===== config.mk =====
export PLATFORM = sky130hd
export DESIGN_NAME = seven_seg_scan_ctrl_flat
export DESIGN_NICKNAME = d
export VERILOG_FILES = /design/src/rtl/seven_seg_scan_ctrl_pkg.sv /design/src/rtl/seven_seg_scan_ctrl_if.sv /design/src/rtl/seven_seg_scan_ctrl_hex2seven_seg.sv /design/src/rtl/seven_seg_scan_ctrl.sv /design/src/flat_wrapper.sv
export SDC_FILE = /design/constraint.sdc
export NUM_CORES = 1
export LEC_CHECK = 0
export BUFFER_PORTS_ARGS = -buffer_cell sky130_fd_sc_hd__buf_2
export CAP_MARGIN = 20
export CORE_MARGIN = 2
export CORE_UTILIZATION = 50
export DETAILED_ROUTE_END_ITERATION = 8
export MAX_ROUTING_LAYER = met4
export PLACE_DENSITY = 0.76
export SETUP_SLACK_MARGIN = 0.15
export SYNTH_ARGS = -nofsm -noshare
export SYNTH_HDL_FRONTEND = slang
export SYNTH_SLANG_ARGS = --single-unit

===== constraint.sdc =====
create_clock -name clk -period 3.2 [get_ports clk]
set_input_delay 0.32 -clock clk [delete_from_list [all_inputs] [get_ports clk]]
set_output_delay 0.32 -clock clk [all_outputs]
set_load 0.05 [all_outputs]

===== src/rtl/seven_seg_scan_ctrl_pkg.sv =====
// Shared constants, scan FSM encoding and width helpers
// for the seven-segment scan controller.
package display_pkg;

    localparam logic [6:0] SEG_BLANK = 7'h7F;
    localparam logic [6:0] SEG_HEX_F = 7'b0001110;

    typedef enum logic {
        DISP = 1'b0,
        DEAD = 1'b1
    } scan_state_t;

    function automatic int clog2(input int n);
        int r;
        r = 0;
        for (int v = n - 1; v > 0; v = v >> 1)
            r++;
        return r;
    endfunction

    function automatic int width_of(input int n);
        return (n > 1) ? clog2(n) : 1;
    endfunction

endpackage


===== src/rtl/seven_seg_scan_ctrl_if.sv =====
// Publisher-side inputs and display pins of the
// seven-segment scan controller.
interface seven_seg_scan_ctrl_if #(
    parameter int DIGITS = 4
);
    logic                  load;
    logic [4*DIGITS-1:0]   value;
    logic [DIGITS-1:0]     dp_in;
    logic [DIGITS-1:0]     blank;
    logic                  lz_en;
    logic [DIGITS-1:0]     an;
    logic [6:0]            seg;
    logic                  dp;
    logic                  frame_tick;

    modport master (
        output load, value, dp_in, blank, lz_en,
        input  an, seg, dp, frame_tick
    );

    modport slave (
        input  load, value, dp_in, blank, lz_en,
        output an, seg, dp, frame_tick
    );
endinterface


===== src/rtl/seven_seg_scan_ctrl_hex2seven_seg.sv =====
// Hex to active-low seven-segment decoder {g,f,e,d,c,b,a}.
// Code F decodes to all segments on.
module hex2seven_seg (
    input  logic [3:0] hex,
    output logic [6:0] seg
);
    always_comb begin
        seg = 7'h00;
        unique case (hex)
            4'h0: seg = 7'b1000000;
            4'h1: seg = 7'b1111001;
            4'h2: seg = 7'b0100100;
            4'h3: seg = 7'b0110000;
            4'h4: seg = 7'b0011001;
            4'h5: seg = 7'b0010010;
            4'h6: seg = 7'b0000010;
            4'h7: seg = 7'b1111000;
            4'h8: seg = 7'b0000000;
            4'h9: seg = 7'b0010000;
            4'hA: seg = 7'b0001000;
            4'hB: seg = 7'b0000011;
            4'hC: seg = 7'b1000110;
            4'hD: seg = 7'b0100001;
            4'hE: seg = 7'b0000110;
            4'hF: seg = 7'h00;
        endcase
    end
endmodule


===== src/rtl/seven_seg_scan_ctrl.sv =====
// Multiplexed scan controller for a common-anode display
// with dead time and a tear-free double-buffered value.
module seven_seg_scan_ctrl
    import display_pkg::*;
#(
    parameter int DIGITS   = 4,
    parameter int CLK_DIV  = 50000,
    parameter int DEAD_CYC = 500
) (
    input logic            clk,
    input logic            rst,
    seven_seg_scan_ctrl_if.slave bus
);
    localparam int IW = width_of(DIGITS);
    localparam int CW = width_of(CLK_DIV);
    localparam logic [CW-1:0] CNT_LAST = CW'(CLK_DIV - 1);
    localparam logic [CW-1:0] CNT_PRE  = CW'(CLK_DIV - 2);
    localparam logic [CW-1:0] CNT_DISP = CW'(CLK_DIV - DEAD_CYC - 1);
    localparam logic [IW-1:0] IDX_LAST = IW'(DIGITS - 1);

    logic [CW-1:0]       cnt;
    logic [IW-1:0]       idx;
    scan_state_t         state_q, state_d;
    logic [4*DIGITS-1:0] sh_val, act_val;
    logic [DIGITS-1:0]   sh_dp, act_dp;
    logic [DIGITS-1:0]   sh_blank, act_blank;
    logic [DIGITS-1:0]   lz_mask;
    logic [3:0]          nib;
    logic [6:0]          dec_seg, seg_d;
    logic                dp_d, dark;
    logic                slot_end, frame_end;
    logic [DIGITS-1:0]   an_q;
    logic [6:0]          seg_q;
    logic                dp_q, tick_q;

    assign slot_end  = (cnt == CNT_LAST);
    assign frame_end = slot_end && (idx == IDX_LAST);

    always_ff @(posedge clk or posedge rst) begin
        if (rst) begin
            cnt <= '0;
            idx <= '0;
        end else begin
            cnt <= slot_end ? '0 : cnt + 1'b1;
            if (slot_end)
                idx <= (idx == IDX_LAST) ? '0 : idx + 1'b1;
        end
    end

    always_ff @(posedge clk or posedge rst) begin
        if (rst) state_q <= DISP;
        else     state_q <= state_d;
    end

    always_comb begin
        state_d = state_q;
        if (slot_end)
            state_d = DISP;
        else if (DEAD_CYC > 0 && cnt == CNT_DISP)
            state_d = DEAD;
    end

    // A load on the frame boundary bypasses the shadow stage
    always_ff @(posedge clk or posedge rst) begin
        if (rst) begin
            sh_val    <= '0;
            sh_dp     <= '0;
            sh_blank  <= '0;
            act_val   <= '0;
            act_dp    <= '0;
            act_blank <= '0;
        end else begin
            if (bus.load) begin
                sh_val   <= bus.value;
                sh_dp    <= bus.dp_in;
                sh_blank <= bus.blank;
            end
            if (frame_end) begin
                act_val   <= bus.load ? bus.value : sh_val;
                act_dp    <= bus.load ? bus.dp_in : sh_dp;
                act_blank <= bus.load ? bus.blank : sh_blank;
            end
        end
    end

    // lz_mask[i]: nibbles i..DIGITS-1 are all zero
    always_comb begin
        lz_mask = '0;
        for (int i = 0; i < DIGITS; i++)
            lz_mask[i] = ((act_val >> (4 * i)) == '0);
    end

    assign nib = act_val[{idx, 2'b00} +: 4];

    hex2seven_seg u_dec (
        .hex (nib),
        .seg (dec_seg)
    );

    always_comb begin
        dark  = act_blank[idx]
              | (bus.lz_en & (idx != '0) & lz_mask[idx]);
        seg_d = (nib == 4'hF) ? SEG_HEX_F : dec_seg;
        dp_d  = ~act_dp[idx];
        if (dark) begin
            seg_d = SEG_BLANK;
            dp_d  = 1'b1;
        end
    end

    always_ff @(posedge clk or posedge rst) begin
        if (rst) begin
            an_q   <= '1;
            seg_q  <= SEG_BLANK;
            dp_q   <= 1'b1;
            tick_q <= 1'b0;
        end else begin
            tick_q <= (cnt == CNT_PRE) && (idx == IDX_LAST);
            if (state_q == DISP) begin
                an_q  <= ~(DIGITS'(1) << idx);
                seg_q <= seg_d;
                dp_q  <= dp_d;
            end else begin
                an_q  <= '1;
                seg_q <= SEG_BLANK;
                dp_q  <= 1'b1;
            end
        end
    end

    assign bus.an         = an_q;
    assign bus.seg        = seg_q;
    assign bus.dp         = dp_q;
    assign bus.frame_tick = tick_q;

endmodule


===== src/flat_wrapper.sv =====
// flat-port wrapper written by rule: the top's interface ports become plain ports
module seven_seg_scan_ctrl_flat import display_pkg::*;
#(
    parameter int DIGITS   = 4,
    parameter int CLK_DIV  = 50000,
    parameter int DEAD_CYC = 500
)
  (clk, rst, bus_load, bus_value, bus_dp_in, bus_blank, bus_lz_en, bus_an, bus_seg, bus_dp, bus_frame_tick);
  seven_seg_scan_ctrl_if #(.DIGITS(DIGITS)) bus_i ();
  input logic clk;
  input logic rst;
  input wire logic [$bits(bus_i.load)-1:0] bus_load;
  input wire logic [$bits(bus_i.value)-1:0] bus_value;
  input wire logic [$bits(bus_i.dp_in)-1:0] bus_dp_in;
  input wire logic [$bits(bus_i.blank)-1:0] bus_blank;
  input wire logic [$bits(bus_i.lz_en)-1:0] bus_lz_en;
  output wire logic [$bits(bus_i.an)-1:0] bus_an;
  output wire logic [$bits(bus_i.seg)-1:0] bus_seg;
  output wire logic [$bits(bus_i.dp)-1:0] bus_dp;
  output wire logic [$bits(bus_i.frame_tick)-1:0] bus_frame_tick;
  assign bus_i.load = bus_load;
  assign bus_i.value = bus_value;
  assign bus_i.dp_in = bus_dp_in;
  assign bus_i.blank = bus_blank;
  assign bus_i.lz_en = bus_lz_en;
  assign bus_an = bus_i.an;
  assign bus_seg = bus_i.seg;
  assign bus_dp = bus_i.dp;
  assign bus_frame_tick = bus_i.frame_tick;
  seven_seg_scan_ctrl #(.DIGITS(DIGITS), .CLK_DIV(CLK_DIV), .DEAD_CYC(DEAD_CYC)) u_core (.clk(clk), .rst(rst), .bus(bus_i));
endmodule

==> impl_metrics.tcl <==
set metrics [dict create \
    status "completed" \
    arrival_ns 2.65 \
    relSlewSlack_pct 39.9 \
    drc_errors 0 \
    crit_type "register to register" \
    yosys-top-cells-area "dfrtp_1 47%, mux2_2 9.0%, dfstp_2 8.7%, mux2_4 8.3%, mux4_2 3.7%" \
    start_kind "register" \
    diodes 0 \
    synth_fa_ha_area_share_pct 3.44 \
    netlist_instances 270 \
    synth_edf_count 0 \
    power.net_switching_uw 394 \
    fp.dieH_microns 89.3 \
    ctsHoldBuffers 0 \
    clockBufferDepth 2 \
    fin_total_pwr_uw 1950 \
    syn_area_sq_um 3640 \
    drv_cap 0 \
    layout.nets 354 \
    portBuffers 40 \
    synth_top_area_share_pct 46.8 \
    yosys.area.top_type "dfrtp_1" \
    final_cell_mix "68 x dfrtp_1, 40 x buf_2, 29 x mux2_2" \
    synth_top_family_by_area "multiplexers" \
    insertion_delay_ns 0.34 \
    die_w_microns 89.3 \
    hold_viol 0 \
    coreArea_sq_um 7140 \
    timing.fmax_mhz 414 \
    placed_cells 404 \
    wire_per_inst_microns 14.6 \
    grt_pass1_vias 2237 \
    fin_tns_setup_ns 0 \
    dominantRegCellSynth "dfrtp_1" \
    final_util_pct 58.0 \
    postRouteAntennaNets 0 \
    synthDistinctLibCells 34 \
    fin_crit_ns 2.41 \
    grt_overflow 0 \
    power_density_nw_per_um2 471 \
    gp_congestion 0.870 \
    synth-xor-area-share_pct 2.89 \
    drt_wl_total_microns 6120 \
    yosysSeqAreaShare_pct 55.4 \
    post_cts_buffers 0 \
    crit_required_ns 3.43 \
    cts_tree "done" \
    p_int_uw 1560 \
    synthMuxAreaShare_pct 21.8 \
    grt_usage_pct 18.1 \
    final_cells 419 \
    max-vdd-ir-drop_mv 0.202 \
    cts.clk_slew.worst_paths_ns 0.08 \
    synth_compound_area_share_pct 2.41 \
    postSynthAreaPerCell_sq_um 13.5 \
    leakage_uw 0.00195 \
    finalCritPeriodShare_pct 75.5 \
    swShare_pct 20.2 \
    cts_resized 0 \
    synth_nets 308 \
    min_path_type "input pin to asynchronous set/reset pin" \
    dr.first_iter.drc_count 71 \
    end_kind "register" \
    die_area_sq_um 7980 \
    clockRootBuffer "clkbuf_8" \
    seqPwrFrac_pct 53.6 \
    yosysWarnings 0 \
    syn_to_final_growth_pct 13.9 \
    start_util_pct 51.0 \
    skew_ns 0.00906 \
    row_count 31 \
    dp_hpwl_microns 4450 \
    report.final.slew_viol_count 0 \
    antenna_found_initial 0 \
    postSynth.asyncResetShare_pct 100 \
    setup_viol 0 \
    ys_ff_latch 80 \
    ioPinCount 41 \
    drive_gt1_share_pct 40.3 \
    num_vias 2156 \
    final_common_cell "dfrtp_1" \
    cts_sinks 80 \
    p_clk_share_pct 41.9 \
    worst_pin_slew_ns 0.895 \
    grt_pass1_wl_microns 10500 \
    critPathMaxFanout 16 \
    cts_made_buffers 9 \
    yosys.area_share.simple_pct 11.0 \
    h-tree-depth 3 \
    combPwrFrac_pct 4.5 \
    vias_per_cell 5.15 \
    drt_first_pass_iters 4 \
    grt_max_degree 34 \
    rsz0062_at_grt "no" \
]
## stage by stage
stage	setup slack, ns	hold WS (ns)	instance area [sq um]
after floorplan	0.848	0.452	3640
after global placement	0.815	0.453	3920
after detailed placement	0.786	0.458	3920
after CTS	0.776	0.0751	4140
after global routing	0.646	0.128	4140
final	0.785	0.0693	4140
## worst max-delay path, stage by stage (launching register included)
cell,delay [ns]
dfrtp_1,0.42
or4_1,0.51
or3_4,0.37
nor3_4,0.17
and2_1,0.16
buf_4,0.29
mux2_2,0.37
## synthesized netlist by cell type, types with 2 or more instances
cell type	count
and3_1	2
mux2_2	29
and2_1	3
nand2_1	14
nand4_1	4
ha_1	10
xnor2_1	3
a21oi_1	2
nor2_1	18
dfstp_2	12
nor4_1	6
xor2_1	9
o21ai_0	9
nand3_1	9
nor3_1	7
buf_12	2
nand2b_1	6
mux4_2	6
mux2i_1	3
dfrtp_1	68
nand4b_1	2
clkbuf_1	7
mux2_4	20
inv_1	9
## power groups by stage
stage	Combinational, uW	Sequential [uW]	Clock [uW]
5_1_grt	100	1050	876
3_5_place_dp	90.9	1070	0
3_3_place_gp	89.5	1070	0
2_1_floorplan	58.2	1060	0
4_1_cts	91.2	1050	833
6_report	87.9	1050	818
## final timing paths
check	start	endpoint	slack (ns)	depth (start not counted)
max reg2reg	u_core.cnt[11]	u_core.act_val[15]	0.79	6
min	rst	u_core.sh_blank[0]	0.07	2
max	u_core.cnt[11]	u_core.act_val[15]	0.79	6
min in group clk	bus_value[13]	u_core.sh_val[13]	0.22	2
max in group asynchronous	rst	u_core.bus.seg[3]	2.32	3
min reg2reg	u_core.cnt[7]	u_core.cnt[7]	0.49	1
## logic make-up (layout without fill, tap and decap cells)
family                     count (synthesis)  in the layout
AOI/OAI and AO/OA                         15             15
xor gates and xnor gates                  12             12
adders and majority gates                 10             10
buffers and inverters                     19             69
DFF                                       80             80
muxes                                     58             58
and+or+nand+nor                           76             76
## per-layer routing
| metal | global-route usage [%] | wire length (microns) | vias to the layer above |
|---|---|---|---|
| li1 | - | - | 1041 |
| met5 | - | 0 | - |
| met3 | 3.05 | 206 | 11 |
| met2 | 29.3 | 3050 | 40 |
| met1 | 22.5 | 2790 | 1064 |
| met4 | 7.73 | 70 | 0 |
## flip-flops by register name, indices dropped and copies added (netlist names), 4 cells and up
signal            flops
u_core.sh_blank       4
u_core.bus.seg        7
u_core.sh_val        16
u_core.act_val       16
u_core.act_blank      4
u_core.act_dp         4
u_core.bus.an         4
u_core.cnt           16
u_core.sh_dp          4
## area by class of cell
type / instances / area, sq um
clock buffers: 12 / 155
clock inverters: 3 / 65.1
fillers: 608 / 2990
inverters: 9 / 33.8
multi-input cells: 171 / 1510
flip-flops and latches: 80 / 2020
well taps: 99 / 124
repair buffers: 45 / 238
(Power assumes the default switching activity.)
